$ cat config.mk
export PLATFORM = sky130hd
export DESIGN_NAME = stream_mux_rr
export DESIGN_NICKNAME = d
export VERILOG_FILES = /design/src/rtl/stream_mux_pkg.sv /design/src/rtl/rr_arbiter.sv /design/src/rtl/stream_mux_rr.sv
export SDC_FILE = /design/constraint.sdc
export NUM_CORES = 1
export LEC_CHECK = 0
export CAP_MARGIN = 20
export CORE_MARGIN = 2
export CORE_UTILIZATION = 42
export DETAILED_ROUTE_END_ITERATION = 8
export PLACE_DENSITY = 0.95
export SYNTH_ARGS = -nofsm -noshare
export SYNTH_HDL_FRONTEND = slang
export SYNTH_SLANG_ARGS = --single-unit
$ cat constraint.sdc
create_clock -name clk -period 8.49 [get_ports clk]
set_input_delay 2.547 -clock clk [delete_from_list [all_inputs] [get_ports clk]]
set_output_delay 2.547 -clock clk [all_outputs]
set_load 0.01 [all_outputs]
$ cat src/rtl/stream_mux_pkg.sv
// Shared types for the round-robin stream multiplexer: selection mode and
// packet-lock FSM states.
package stream_mux_pkg;

    typedef enum logic {
        MODE_SEL = 1'b0,
        MODE_RR  = 1'b1
    } mode_e;

    typedef enum logic {
        S_IDLE = 1'b0,
        S_LOCK = 1'b1
    } state_e;

endpackage

$ cat src/rtl/rr_arbiter.sv
// Combinational rotate-priority arbiter: grants the first requesting channel
// found searching upward from ptr+1 with wrap-around.
module rr_arbiter
    import stream_mux_pkg::*;
#(
    parameter int N_CH  = 4,
    parameter int SEL_W = $clog2(N_CH)
) (
    input  logic [N_CH-1:0]  req,
    input  logic [SEL_W-1:0] ptr,
    output logic             gnt_vld,
    output logic [SEL_W-1:0] gnt_idx
);

    logic [SEL_W-1:0] cand;

    // Walk from the farthest candidate to the nearest so the nearest requester wins.
    always_comb begin
        gnt_vld = 1'b0;
        gnt_idx = '0;
        cand    = '0;
        for (int i = N_CH; i >= 1; i--) begin
            cand = SEL_W'((int'(ptr) + i) % N_CH);
            if (req[cand]) begin
                gnt_vld = 1'b1;
                gnt_idx = cand;
            end
        end
    end

endmodule

$ cat src/rtl/stream_mux_rr.sv
// N-channel packet-aware stream multiplexer with explicit or round-robin
// selection, packet grant locking and a one-entry registered output.
module stream_mux_rr
    import stream_mux_pkg::*;
#(
    parameter int N_CH   = 4,
    parameter int DATA_W = 16,
    parameter int SEL_W  = $clog2(N_CH)
) (
    input  logic                   clk,
    input  logic                   RST,
    input  logic                   mode,
    input  logic [SEL_W-1:0]       sel,
    input  logic [N_CH*DATA_W-1:0] in_data,
    input  logic [N_CH-1:0]        in_valid,
    input  logic [N_CH-1:0]        in_last,
    output logic [N_CH-1:0]        in_ready,
    output logic [DATA_W-1:0]      out_data,
    output logic                   out_last,
    output logic [SEL_W-1:0]       out_ch,
    output logic                   out_valid,
    input  logic                   out_ready
);

    state_e            state_q, state_d;
    logic [SEL_W-1:0]  cur_q;
    logic [SEL_W-1:0]  ptr_q;
    logic              load_en;
    logic              rr_vld;
    logic [SEL_W-1:0]  rr_idx;
    logic              sel_vld;
    logic              gnt_vld;
    logic [SEL_W-1:0]  gnt_idx;
    logic [DATA_W-1:0] gnt_data;
    logic              gnt_valid_in;
    logic              gnt_last;
    logic              accept;

    rr_arbiter #(
        .N_CH  (N_CH),
        .SEL_W (SEL_W)
    ) u_arb (
        .req     (in_valid),
        .ptr     (ptr_q),
        .gnt_vld (rr_vld),
        .gnt_idx (rr_idx)
    );

    assign load_en = !out_valid || out_ready;

    // Out-of-range selects never match a channel, so they yield no grant.
    always_comb begin
        sel_vld = 1'b0;
        for (int k = 0; k < N_CH; k++) begin
            if (sel == SEL_W'(k) && in_valid[k]) begin
                sel_vld = 1'b1;
            end
        end
    end

    always_comb begin
        gnt_vld = 1'b0;
        gnt_idx = '0;
        if (state_q == S_LOCK) begin
            gnt_vld = 1'b1;
            gnt_idx = cur_q;
        end else if (mode_e'(mode) == MODE_RR) begin
            gnt_vld = rr_vld;
            gnt_idx = rr_idx;
        end else begin
            gnt_vld = sel_vld;
            gnt_idx = sel;
        end
    end

    always_comb begin
        gnt_data     = '0;
        gnt_valid_in = 1'b0;
        gnt_last     = 1'b0;
        for (int k = 0; k < N_CH; k++) begin
            if (gnt_idx == SEL_W'(k)) begin
                gnt_data     = in_data[k*DATA_W +: DATA_W];
                gnt_valid_in = in_valid[k];
                gnt_last     = in_last[k];
            end
        end
    end

    // Ready is held low while reset is asserted even though the output is empty.
    always_comb begin
        in_ready = '0;
        state_d  = state_q;
        for (int k = 0; k < N_CH; k++) begin
            if (RST && gnt_vld && load_en && gnt_idx == SEL_W'(k)) begin
                in_ready[k] = 1'b1;
            end
        end
        accept = RST && gnt_vld && load_en && gnt_valid_in;
        case (state_q)
            S_IDLE:  if (accept && !gnt_last) state_d = S_LOCK;
            S_LOCK:  if (accept && gnt_last)  state_d = S_IDLE;
            default: state_d = S_IDLE;
        endcase
    end

    always_ff @(posedge clk or negedge RST) begin
        if (!RST) begin
            state_q <= S_IDLE;
            cur_q   <= '0;
            ptr_q   <= SEL_W'(N_CH - 1);
        end else begin
            state_q <= state_d;
            if (accept && state_q == S_IDLE && !gnt_last) begin
                cur_q <= gnt_idx;
            end
            if (accept && gnt_last) begin
                ptr_q <= gnt_idx;
            end
        end
    end

    // Data registers keep their last beat when the output drains.
    always_ff @(posedge clk or negedge RST) begin
        if (!RST) begin
            out_data  <= '0;
            out_last  <= 1'b0;
            out_ch    <= '0;
            out_valid <= 1'b0;
        end else if (accept) begin
            out_data  <= gnt_data;
            out_last  <= gnt_last;
            out_ch    <= gnt_idx;
            out_valid <= 1'b1;
        end else if (out_ready) begin
            out_valid <= 1'b0;
        end
    end

endmodule

==> reports/qor.json, run 1 <==
{
  "critPathArrivalTime_ns": 4.84,
  "grt_max_degree": 31,
  "post-dp-hpwl_um": 3910,
  "post_synthesis_register_bit_count": 25,
  "final_cells": 318,
  "finalSetupViolCount": 0,
  "syn_area_per_cell_um2": 10.6,
  "cts_buffer_depth": 2,
  "place.gp.congestion": 0.869,
  "die-height_um": 69.8,
  "io_buffers": 101,
  "grt_usage_pct": 20.0,
  "route.vias.total": 1737,
  "holdWs_ns": 0.486,
  "final_period_minus_worst_setup_slack_ns": 7.39,
  "initial_core_util_pct": 44.5,
  "cts_buffers": 3,
  "grt_pass1_vias": 1758,
  "synth.yosys.warnings": 0,
  "worst-slew-pin-transition_ns": 1.08,
  "netlist_instances": 172,
  "clock_transition_at_the_register_clock_pins_on_the_worst_setup_and_hold_paths_after_cts_ns": 0.08,
  "post-route-worst-setup-slack_ns": 1.10,
  "worst-r2r-setup-slack_ns": 4.90,
  "critical_path.max_fanout": 8,
  "route.detailed.wl_per_inst_um": 15.4,
  "post-route-drc-count": 0,
  "most-common-layout-cells": "101 x sky130_fd_sc_hd__clkdlybuf4s50_1, 51 x sky130_fd_sc_hd__mux2i_1, 23 x sky130_fd_sc_hd__dfrtp_1, 15 x sky130_fd_sc_hd__mux2_2",
  "timing.critical_path.from": "in_valid[3]",
  "synth_flop_cell": "sky130_fd_sc_hd__dfrtp_1",
  "place_inst": 314,
  "clock_skew_ns": 0.00449,
  "timing.critical_path.from_type": "primary input",
  "min_from": "out_last$_DFFE_PN0P_",
  "fp.dieW_um": 69.8,
  "floorplan.io_pins": 102,
  "cts_max_level": 1,
  "syn-cell-area_mm2": 0.00182,
  "cts.repair.resized": 0,
  "worstReg2RegStart": "ptr_q[0]$_DFFE_PN1P_",
  "die_area_mm2": 0.00487,
  "slew_viol_final": 0,
  "syn-num-nets": 250,
  "ys_seq_area_share_pct": 34.5,
  "final_layout_size_suffix_gt1_share_pct": 11.2,
  "core.rowCount": 23,
  "synth_enable_flop_cells": 0,
  "antennaDiodeCount": 0,
  "global_route.overflow_total": 0,
  "power_uw": 851,
  "vdd.ir_drop.worst_v": 0.000152,
  "mostFrequentLayoutCell": "sky130_fd_sc_hd__clkdlybuf4s50_1",
  "max-cap-violations": 0,
  "grt_antenna_before_repair": 0,
  "fin_tns_setup_ns": 0,
  "vias_per_instance": 5.46,
  "pre_cts_ws_ns": 1.14,
  "post_cts_setup_bufs": 0,
  "synth-async-reset-ratio_pct": 100,
  "first_pass_iters": 4,
  "clock_tree_from_tritoncts": "yes",
  "hold_buffers": 0,
  "critical_path_class": "primary input to primary output",
  "finalHoldViolations": 0,
  "timing.fmax_mhz": 135,
  "drt_wl_total_um": 4900,
  "tritoncts_num_sinks": 25,
  "pwr_density_cell_mw_per_mm2": 292,
  "drt_first_iter_violations": 74,
  "core_outline_area_mm2": 0.00409,
  "cellLeakagePower_uw": 0.00120,
  "rsz0062_at_grt": "false",
  "grt_pass1_wl_um": 7940,
  "cp-end-kind": "primary output",
  "synthToLayoutAreaGrowth_pct": 60.0,
  "timing.final.crit_share_pct": 87.0,
  "antenna_nets_post_route": 0,
  "clock_tree.root_cell": "sky130_fd_sc_hd__clkbuf_8",
  "clock_latency_ns": 0.26,
  "max-slew-margin-rel_pct": 28.0,
  "worstPathRequired_ns": 5.94,
  "synth_cell_types": 39,
  "worstHoldPathType": "register to register",
  "outcome": "finished, final reports clean",
  "layout.nets": 347
}
-- stage by stage --
| step | utilization (%) | area (um^2) |
|---|---|---|
| 3_3_place_gp | 70.1 | 2870 |
| 6_report | 71.2 | 2910 |
| 2_1_floorplan | - | 1820 |
| 3_5_place_dp | 70.1 | 2870 |
| 4_1_cts | 71.2 | 2910 |
| 5_1_grt | 71.2 | 2910 |
-- sequential cells by signal, summed over array words and instances (netlist names), named ones only --
name and flops:
out_data 16, cur_q 2, out_ch 2, ptr_q 2
out_last 1, out_valid 1
-- Yosys cell counts, types with 2 or more instances --
library cell	number	area share (%)
sky130_fd_sc_hd__o21ai_0	3	0.83
sky130_fd_sc_hd__buf_4	2	0.83
sky130_fd_sc_hd__and3_1	5	1.7
sky130_fd_sc_hd__nor3_1	3	0.83
sky130_fd_sc_hd__mux2_2	15	9.3
sky130_fd_sc_hd__dfrtp_1	23	32
sky130_fd_sc_hd__buf_2	8	2.2
sky130_fd_sc_hd__clkbuf_1	2	0.41
sky130_fd_sc_hd__nand3_1	6	1.7
sky130_fd_sc_hd__a31oi_1	2	0.69
sky130_fd_sc_hd__nand2b_1	2	0.69
sky130_fd_sc_hd__inv_2	2	0.41
sky130_fd_sc_hd__nor2_1	6	1.2
sky130_fd_sc_hd__mux2i_1	51	28
sky130_fd_sc_hd__nand2_1	7	1.4
sky130_fd_sc_hd__a21oi_1	2	0.55
sky130_fd_sc_hd__dfstp_2	2	2.9
sky130_fd_sc_hd__mux2_1	6	3.7
sky130_fd_sc_hd__inv_1	4	0.83
sky130_fd_sc_hd__o21a_1	2	0.83
-- worst max-delay path, cell delays in order --
cell and delay, ns:
sky130_fd_sc_hd__clkdlybuf4s50_1 0.62, sky130_fd_sc_hd__mux2i_1 0.12, sky130_fd_sc_hd__o221ai_1 0.33, sky130_fd_sc_hd__o21ai_1 0.18, sky130_fd_sc_hd__nand2_2 0.20, sky130_fd_sc_hd__inv_2 0.06, sky130_fd_sc_hd__nor3_1 0.19, sky130_fd_sc_hd__clkdlybuf4s50_1 0.59
-- final timing paths --
| path | depth (start not counted) | endpoint |
|---|---|---|
| worst max-delay path | 8 | in_ready[1] |
| worst min register to register | 1 | out_last$_DFFE_PN0P_ |
| worst max register to register | 8 | ptr_q[1]$_DFFE_PN1P_ |
| max in group asynchronous | 2 | ptr_q[0]$_DFFE_PN1P_ |
| worst min-delay path | 1 | out_last$_DFFE_PN0P_ |
| min in group asynchronous | 2 | out_data[3]$_DFFE_PN0P_ |
-- final cells by class --
class	count	area (um^2)
clock buffers	4	45.0
fillers	328	1170
inverters	6	22.5
multi-input cells	129	1120
flip-flops and latches	25	628
well taps	50	62.6
repair buffers	104	1030
-- kinds of logic after synthesis --
| family | after synthesis | synth area share, % |
|---|---|---|
| AOI/OAI and AO/OA | 24 | 10.7 |
| DFF | 25 | 34.5 |
| muxes | 72 | 41.1 |
| and+or+nand+nor | 33 | 9.01 |
| buffers and inverters | 18 | 4.68 |
-- routing by layer --
metal	GRT usage, %	share of wire (%)	wire [um]	vias to the layer above
li1	-	-	-	824
met1	20.8	36	1770	821
met2	38.7	54	2670	80
met3	4.07	6.8	332	12
met4	7.48	2.8	138	0
met5	0	0	0	-
-- power breakdown --
part | internal [uW] | switching, uW | leakage, uW
Combinational | 309 | 247 | 0.000885
Sequential | 183 | 43.0 | 0.000294
Clock | 33.5 | 35.0 | 0.0000228
Power figures use the tool's default switching activity.
==> inputs of run 2 (changes only) <==
--- a/config.mk
+++ b/config.mk
@@ -6,6 +6,7 @@
 export NUM_CORES = 1
 export LEC_CHECK = 0
 export CAP_MARGIN = 20
+export CORE_ASPECT_RATIO = 1.2
 export CORE_MARGIN = 2
 export CORE_UTILIZATION = 42
 export DETAILED_ROUTE_END_ITERATION = 8
==> reports/qor.json, run 2 (synthesis gave the netlist of run 1 again) <==
{
  "timing.final.crit_share_pct": 85.6,
  "antenna_nets_post_route": 0,
  "place.gp.congestion": 0.839,
  "clock_latency_ns": 0.26,
  "vdd.ir_drop.worst_v": 0.000168,
  "post-route-drc-count": 0,
  "initial_core_util_pct": 43.4,
  "max-cap-violations": 0,
  "clock_tree.root_cell": "sky130_fd_sc_hd__clkbuf_8",
  "cts.repair.resized": 0,
  "route.vias.total": 1722,
  "cp-end-kind": "primary output",
  "critPathArrivalTime_ns": 4.72,
  "cts_buffer_depth": 2,
  "fin_tns_setup_ns": 0,
  "core_outline_area_mm2": 0.00420,
  "die-height_um": 76.1,
  "register_cell_area_after_layout_um2": 628,
  "critical_path_class": "primary input to primary output",
  "hold_buffers": 0,
  "crit_family": "buffers and inverters",
  "critPathMaxStageDelay_ns": 0.56,
  "layout.nets": 348,
  "drt_wl_total_um": 4880,
  "post-dp-hpwl_um": 3840,
  "die_area_mm2": 0.00488,
  "final_period_minus_worst_setup_slack_ns": 7.27,
  "worst-slew-pin-transition_ns": 0.542,
  "timing.fmax_mhz": 138,
  "tritoncts_num_sinks": 25,
  "core.rowCount": 26,
  "cts_buffers": 3,
  "first_pass_iters": 4,
  "cellLeakagePower_uw": 0.00120,
  "outcome": "finished, final reports clean",
  "drt_first_iter_violations": 89,
  "grt_usage_pct": 21.1,
  "floorplan.io_pins": 102,
  "critical_path.max_fanout": 8,
  "worstHoldPathType": "register to register",
  "most-common-layout-cells": "101 x sky130_fd_sc_hd__clkdlybuf4s50_1, 51 x sky130_fd_sc_hd__mux2i_1, 23 x sky130_fd_sc_hd__dfrtp_1, 15 x sky130_fd_sc_hd__mux2_2",
  "grt_pass1_vias": 1782,
  "finalSetupViolCount": 0,
  "worstPathRequired_ns": 5.94,
  "clock_transition_at_the_register_clock_pins_on_the_worst_setup_and_hold_paths_after_cts_ns": 0.08,
  "fp.dieW_um": 64.1,
  "grt_max_degree": 35,
  "clock_skew_ns": 0.00471,
  "fillCellCount": 301,
  "regMostFlops": "out_data",
  "io_buffers": 101,
  "antennaDiodeCount": 0,
  "pwr_density_cell_mw_per_mm2": 290,
  "vias_per_instance": 5.30,
  "critical_path_buf_inv_count": 3,
  "cts_max_level": 1,
  "synthToLayoutAreaGrowth_pct": 60.2,
  "post_cts_setup_bufs": 0,
  "grt_pass1_wl_um": 8210,
  "largest_register_ffs": 16,
  "rsz0062_at_grt": "false",
  "max-slew-margin-rel_pct": 63.3,
  "global_route.overflow_total": 0,
  "mostFrequentLayoutCell": "sky130_fd_sc_hd__clkdlybuf4s50_1",
  "cpMostUsedCell": "sky130_fd_sc_hd__clkdlybuf4s50_1",
  "multi_input_logic_area_mm2": 0.00111,
  "timing.critical_path.from_type": "primary input",
  "route.detailed.wl_per_inst_um": 15.0,
  "clock_tree_from_tritoncts": "yes",
  "crit_path_cell_trace": "clkdlybuf4s50_1, mux2i_1, o221ai_1, o21ai_1, nand2_2, inv_2, nand2_1, nor2_1, clkdlybuf4s50_1",
  "finalHoldViolations": 0,
  "final_layout_size_suffix_gt1_share_pct": 11.5,
  "slew_viol_final": 0,
  "cpMaxStageDelayCell": "sky130_fd_sc_hd__clkdlybuf4s50_1",
  "holdWs_ns": 0.488,
  "grt_antenna_before_repair": 0
}
[run 2: per-layer routing]
| metal | vias to the layer above | track usage, % | part of all wire (%) | wire length [um] |
|---|---|---|---|---|
| met1 | 807 | 24.5 | 38 | 1850 |
| li1 | 829 | - | - | - |
| met5 | - | 0 | 0 | 0 |
| met4 | 0 | 7.17 | 1.9 | 95 |
| met2 | 76 | 38.3 | 53 | 2590 |
| met3 | 10 | 3.55 | 7.0 | 344 |
[run 2: final cells by class]
class	instances	area share, %
clock buffers	4	1.55
inverters	6	0.773
multi-input cells	129	38.0
flip-flops and latches	25	21.5
well taps	56	2.40
repair buffers	105	35.7
[run 2: worst register-to-register path: stages (launching register included)]
cell,delay (ns)
sky130_fd_sc_hd__dfstp_2,0.58
sky130_fd_sc_hd__nor2b_1,0.06
sky130_fd_sc_hd__o221a_2,0.26
sky130_fd_sc_hd__o31ai_4,0.30
sky130_fd_sc_hd__buf_4,0.41
sky130_fd_sc_hd__a31oi_1,0.12
sky130_fd_sc_hd__a221oi_2,0.28
sky130_fd_sc_hd__buf_4,0.32
sky130_fd_sc_hd__and3_1,0.29
sky130_fd_sc_hd__mux2_1,0.33
[run 2: per-stage QoR]
step	total power, uW	utilization, %	instance area, um^2	worst slack [ns]	cells
after detailed placement	783	68.4	2870	1.27	321
after floorplan	575	-	1820	1.86	172
final	847	69.5	2920	1.22	325
after CTS	854	69.5	2920	1.25	325
after global placement	769	68.4	2870	1.34	321
after global routing	909	69.5	2920	1.04	325
[run 2: final timing paths]
kind	from	endpoint	slack, ns	cells after the start
setup / recovery	in_valid[3]	in_ready[0]	1.22	9
min in group asynchronous	RST	out_valid$_DFFE_PN0P_	2.48	1
hold / removal	out_data[2]$_DFFE_PN0P_	out_data[2]$_DFFE_PN0P_	0.49	1
max in group asynchronous	RST	ptr_q[0]$_DFFE_PN1P_	5.42	2
hold reg to reg	out_data[2]$_DFFE_PN0P_	out_data[2]$_DFFE_PN0P_	0.49	1
setup reg to reg	ptr_q[0]$_DFFE_PN1P_	ptr_q[0]$_DFFE_PN1P_	5.47	9
[run 2: where the power goes]
group          switching [uW]  internal (uW)  leakage (uW)
logic                     244            309      0.000887
registers                43.2            184      0.000294
clock network            34.0           33.4     0.0000228
total                     321            526       0.00120
